===== src/rtl/shift_reg_pkg.sv =====
// Shared types and sizing helpers for the serial-to-parallel receive stage.
// Latency: n/a (types and constant functions only).
// Backpressure: n/a.
package shift_reg_pkg;

  // Deframer FSM: waiting for a frame_start, or partway through a word.
  typedef enum logic {
    IDLE  = 1'b0,
    SHIFT = 1'b1
  } state_t;

  // Width of the bit counter for an n-bit word.
  function automatic int cnt_width(input int n);
    return $clog2(n);
  endfunction

endpackage


===== src/rtl/sipo_out_hold.sv =====
// Output holding register with a valid/ready handshake toward the consumer.
// Latency: a load pulse updates o_parallel_out/o_out_valid at the next clock edge.
// Backpressure: a load that arrives while a word is held and not being taken is dropped (o_drop).
// Ports:
//   i_clk, i_reset       clock, synchronous active-high reset
//   i_word, i_load       completed word and its one-cycle load strobe
//   i_out_ready          consumer accepts the held word this cycle
//   o_parallel_out       held word, stable while o_out_valid = 1
//   o_out_valid          a word is held and not yet consumed
//   o_drop               combinational: the word on i_word is being discarded this cycle
module sipo_out_hold #(
  parameter int N = 4
) (
  input  logic         i_clk,
  input  logic         i_reset,
  input  logic [N-1:0] i_word,
  input  logic         i_load,
  input  logic         i_out_ready,
  output logic [N-1:0] o_parallel_out,
  output logic         o_out_valid,
  output logic         o_drop
);

  logic [N-1:0] r_dat;
  logic         r_vld;
  logic         w_can_load;

  // The register is free when empty, or when its word is leaving this same cycle.
  assign w_can_load = !r_vld || i_out_ready;

  always_ff @(posedge i_clk) begin
    if (i_reset) begin
      r_dat <= '0;
      r_vld <= 1'b0;
    end else if (i_load && w_can_load) begin
      r_dat <= i_word;
      r_vld <= 1'b1;
    end else if (r_vld && i_out_ready) begin
      // r_dat keeps its last value after the word is consumed.
      r_vld <= 1'b0;
    end
  end

  assign o_drop         = i_load && !w_can_load;
  assign o_parallel_out = r_dat;
  assign o_out_valid    = r_vld;

endmodule


===== src/rtl/sipo_deframer.sv =====
// Reassembles an LSB-first serial stream into N-bit words aligned by frame_start.
// Latency: Nth valid bit sampled at edge t -> parallel_out/out_valid at edge t+1.
// Backpressure: one held word; a completion that finds it held and not taken is dropped, setting sticky overrun.
// Ports:
//   clk, reset           clock, synchronous active-high reset
//   serial_in, bit_valid serial bit and its qualifier
//   frame_start          current valid bit is bit 0 of a new word
//   parallel_out         assembled word (held while out_valid)
//   out_valid, out_ready handshake toward the consumer
//   busy                 a word is partially received
//   frame_err            one-cycle pulse when a partial word is abandoned by frame_start
//   overrun              sticky: a completed word was dropped
module sipo_deframer
  import shift_reg_pkg::*;
#(
  parameter int N = 4
) (
  input  logic         clk,
  input  logic         reset,
  input  logic         serial_in,
  input  logic         bit_valid,
  input  logic         frame_start,
  output logic [N-1:0] parallel_out,
  output logic         out_valid,
  input  logic         out_ready,
  output logic         busy,
  output logic         frame_err,
  output logic         overrun
);

  localparam int CNT_W = cnt_width(N);

  state_t             r_state;
  logic   [CNT_W-1:0] r_cnt;
  logic   [N-1:0]     r_sr;
  logic               r_done;
  logic               r_frame_err;
  logic               r_overrun;

  state_t             w_state_nxt;
  logic   [CNT_W-1:0] w_cnt_nxt;
  logic   [N-1:0]     w_sr_nxt;
  logic   [N-1:0]     w_shifted;
  logic               w_done;
  logic               w_resync;
  logic               w_drop;

  // New bits enter at the MSB so the first bit received ends up in bit 0.
  assign w_shifted = {serial_in, r_sr[N-1:1]};

  always_comb begin
    w_state_nxt = r_state;
    w_cnt_nxt   = r_cnt;
    w_sr_nxt    = r_sr;
    w_done      = 1'b0;
    w_resync    = 1'b0;
    case (r_state)
      IDLE: begin
        // Valid bits without frame_start are discarded while idle.
        if (bit_valid && frame_start) begin
          w_sr_nxt    = w_shifted;
          w_cnt_nxt   = CNT_W'(1);
          w_state_nxt = SHIFT;
        end
      end
      SHIFT: begin
        if (bit_valid) begin
          w_sr_nxt = w_shifted;
          if (frame_start) begin
            // Restart on this bit; the partial word is abandoned.
            w_cnt_nxt = CNT_W'(1);
            w_resync  = 1'b1;
          end else if (r_cnt == CNT_W'(N - 1)) begin
            w_cnt_nxt   = '0;
            w_state_nxt = IDLE;
            w_done      = 1'b1;
          end else begin
            w_cnt_nxt = r_cnt + CNT_W'(1);
          end
        end
      end
      default: begin
        w_state_nxt = IDLE;
      end
    endcase
  end

  always_ff @(posedge clk) begin
    if (reset) begin
      r_state     <= IDLE;
      r_cnt       <= '0;
      r_sr        <= '0;
      r_done      <= 1'b0;
      r_frame_err <= 1'b0;
      r_overrun   <= 1'b0;
    end else begin
      r_state     <= w_state_nxt;
      r_cnt       <= w_cnt_nxt;
      r_sr        <= w_sr_nxt;
      r_done      <= w_done;
      r_frame_err <= w_resync;
      r_overrun   <= r_overrun || w_drop;
    end
  end

  // r_done marks the cycle in which r_sr holds the just-completed word; a new
  // frame may start that same cycle because the hold register samples r_sr
  // before it is overwritten.
  sipo_out_hold #(
    .N(N)
  ) u_out_hold (
    .i_clk          (clk),
    .i_reset        (reset),
    .i_word         (r_sr),
    .i_load         (r_done),
    .i_out_ready    (out_ready),
    .o_parallel_out (parallel_out),
    .o_out_valid    (out_valid),
    .o_drop         (w_drop)
  );

  assign busy      = (r_state == SHIFT);
  assign frame_err = r_frame_err;
  assign overrun   = r_overrun;

endmodule


===== config.mk =====
export PLATFORM = sky130hd
export DESIGN_NAME = sipo_deframer
export DESIGN_NICKNAME = d
export VERILOG_FILES = /design/src/rtl/shift_reg_pkg.sv /design/src/rtl/sipo_out_hold.sv /design/src/rtl/sipo_deframer.sv
export SDC_FILE = /design/constraint.sdc
export NUM_CORES = 1
export LEC_CHECK = 0
export ABC_AREA = 0
export BUFFER_PORTS_ARGS = -buffer_cell sky130_fd_sc_hd__buf_2
export CORE_UTILIZATION = 45
export DETAILED_ROUTE_END_ITERATION = 6
export PLACE_DENSITY = 0.78
export SYNTH_ARGS = -nofsm -noshare
export SYNTH_HDL_FRONTEND = slang
export SYNTH_HIERARCHICAL = 1
export SYNTH_SLANG_ARGS = --single-unit

===== constraint.sdc =====
create_clock -name clk -period 1.43 [get_ports clk]
set_clock_uncertainty 0.15 [all_clocks]
set_input_delay 0.286 -clock clk [delete_from_list [all_inputs] [get_ports clk]]
set_output_delay 0.286 -clock clk [all_outputs]
set_load 0.02 [all_outputs]

==> results.tsv <==
metric	value	unit
Peak VDD IR	0.545	mV
Final min period	1340	ps
Die Footprint	1590	um^2
Routed WL	924	um
Layout Nets	83	
Post-synth EDFFs	0	
Area Growth Syn to Fin	14.3	%
Synth Warn #	6	
worst skew pair latency	280	ps
post-synthesis async set-or-reset flop share	0	%
Min-Delay Path Class	primary input to register	
Commonest cells post-synth	dfxtp_1, nand2b_1, mux2i_1, nor2_1	
crit start category	register	
clock sinks	15	
max-slew violations	0	
Worst path max stage delay	430	ps
fmax	746	MHz
starting density of the core	49.1	%
number of I/O pins	14	
layout cell share with drive strength beyond 1	32.0	%
GRT Resource Usage Total	13.2	%
grt ovf	0	
Num CTS Buffers	3	
Synth Net Count	67	
post_cts resized	0	
top_reg_cell synth	dfxtp_1	
Post-Synthesis Cells	60	
status	complete, no violations	
design area	739	um^2
antenna violations before repair	0	
number of routed nets with antenna violations	0	
slowest CP cell	dfxtp_1	
Avg Cell Area, Syn	10.8	um^2
PwrDens	980	nW/um^2
synthesized area	647	um^2
routed via count	438	
post-synthesis cell type count	20	
Die Width	39.9	um
port bufs	13	
fin crit share	93.8	%
TNS Setup	0	ps
Post-CTS Setup Inserts	0	
WP buf/inv	1	
FF+latch count, synth	15	
Ant. Diodes	0	
total power	725	uW
largest net degree at the start of global routing	19	
Hold Fails Final Rpt	0	
Worst EP arrival	910	ps
1st-iter DRT viols	3	
Synth top area share	46.4	%
Max-Cap Viols	0	
global-route wire length before repair	1.35	mm
sequential area share after synthesis	46.4	%
DRC violation count after routing	0	
placed inst area	712	um^2
wire per inst	10.3	um
RSZ-0062 raised after global routing	false	
Die Y	39.9	um
drt pass-1 iters	4	
Post-CTS Hold Buffers	0	
Max clock buf depth	2	
FILL cells	123	
Register Area	300	um^2
FP Rows	13	
# setup viols final	0	
clock-pin slew on the worst setup and hold paths	90	ps
Leak Pwr	0.000301	uW
top-count cell post-synth	dfxtp_1	
hpwl dp	661	um
WP data required	990	ps
Top delay family on crit path	flip-flops	
vias in the first global route	306	
leading area contributor after synthesis	dfxtp_1	
worst-path fanout max	7	
htree depth	1	
Clock Tree Root	clkbuf_4	
vias per inst	4.87	
CP cell instances	buf_2	
CTS tree	built	
core area	1320	um^2
Setup crit end kind	output port	
largest cells by area after synthesis	dfxtp_1, nand2b_1, mux2i_1	
slew margin rel.	80.3	%
kind of critical path	register to output port	
GP Congestion	0.670	
Multi-input gate area	320	um^2
worst slew pin tran	294	ps
[stage by stage]
| step | cells | utilization [%] | setup slack (ps) | hold slack [ps] |
|---|---|---|---|---|
| global route | 90 | 56.1 | 28.2 | 94.3 |
| global placement | 86 | 54.0 | 277 | 304 |
| floorplan | 60 | - | 275 | 208 |
| detailed placement | 86 | 54.0 | 251 | 304 |
| finish | 90 | 56.1 | 88.9 | 81.8 |
| CTS | 90 | 56.1 | 70.0 | 70.5 |
[registers in the layout (all words and copies together) (netlist names)]
name                       count
r_done                         1
u_out_hold/o_out_valid         1
frame_err                      1
r_sr                           4
busy                           1
overrun                        1
r_cnt                          2
u_out_hold/o_parallel_out      4
[routing by layer]
layer  vias up  share of wire, %  GRT usage [%]
li1        235                 -              -
met4         0               1.1           5.17
met1       190                56           18.2
met2        11                39           17.7
met5         -                 0              0
met3         2               4.7           5.68
[placed cells by master, fill, tap and decap left out, drive strengths merged]
cell,Yosys,layout
dfxtp,15,15
o21a,1,1
ha,1,1
a31oi,1,1
nand4bb,1,1
nor2b,2,2
a21bo,2,2
clkbuf,1,3
a21oi,1,1
nor4b,1,1
and2,1,1
buf,2,14
clkinv,0,1
o2bb2ai,1,1
nor2,4,4
mux2i,8,8
and4bb,1,1
nand2b,14,14
nand2,2,2
nor3b,1,1
[layout make-up]
type,instances,share of cell area (%)
Sequential cell,15,40.6
Multi-Input combinational cell,42,43.3
Clock inverter,1,0.677
Tap cell,15,2.54
Timing Repair Buffer,14,9.81
Clock buffer,3,3.05
[path summary, 6_finish.rpt]
path / startpoint / to / slack [ps] / cells after the start
worst max register to register: busy$_SDFF_PP0_ / r_sr[2]$_SDFFE_PP0P_ / 260 / 2
worst min-delay path: frame_start / r_done$_SDFF_PP0_ / 80 / 2
worst max-delay path: busy$_SDFF_PP0_ / busy / 90 / 1
worst min register to register: overrun$_SDFF_PP0_ / overrun$_SDFF_PP0_ / 320 / 2
[cell families after synthesis]
| kind of cell | after synthesis | share of synthesized area (%) |
|---|---|---|
| buffers and inverters | 3 | 4.06 |
| adders and majority gates | 1 | 1.93 |
| muxes | 8 | 12.4 |
| DFF | 15 | 46.4 |
| AOI/OAI and AO/OA | 6 | 7.35 |
| and+or+nand+nor | 27 | 27.9 |
[power by group]
| group | internal [uW] | switching (uW) |
|---|---|---|
| clock | 104 | 133 |
| sequential | 425 | 6.19 |
| combinational | 29.6 | 26.8 |
No activity file was read; power rests on OpenSTA's default activity.
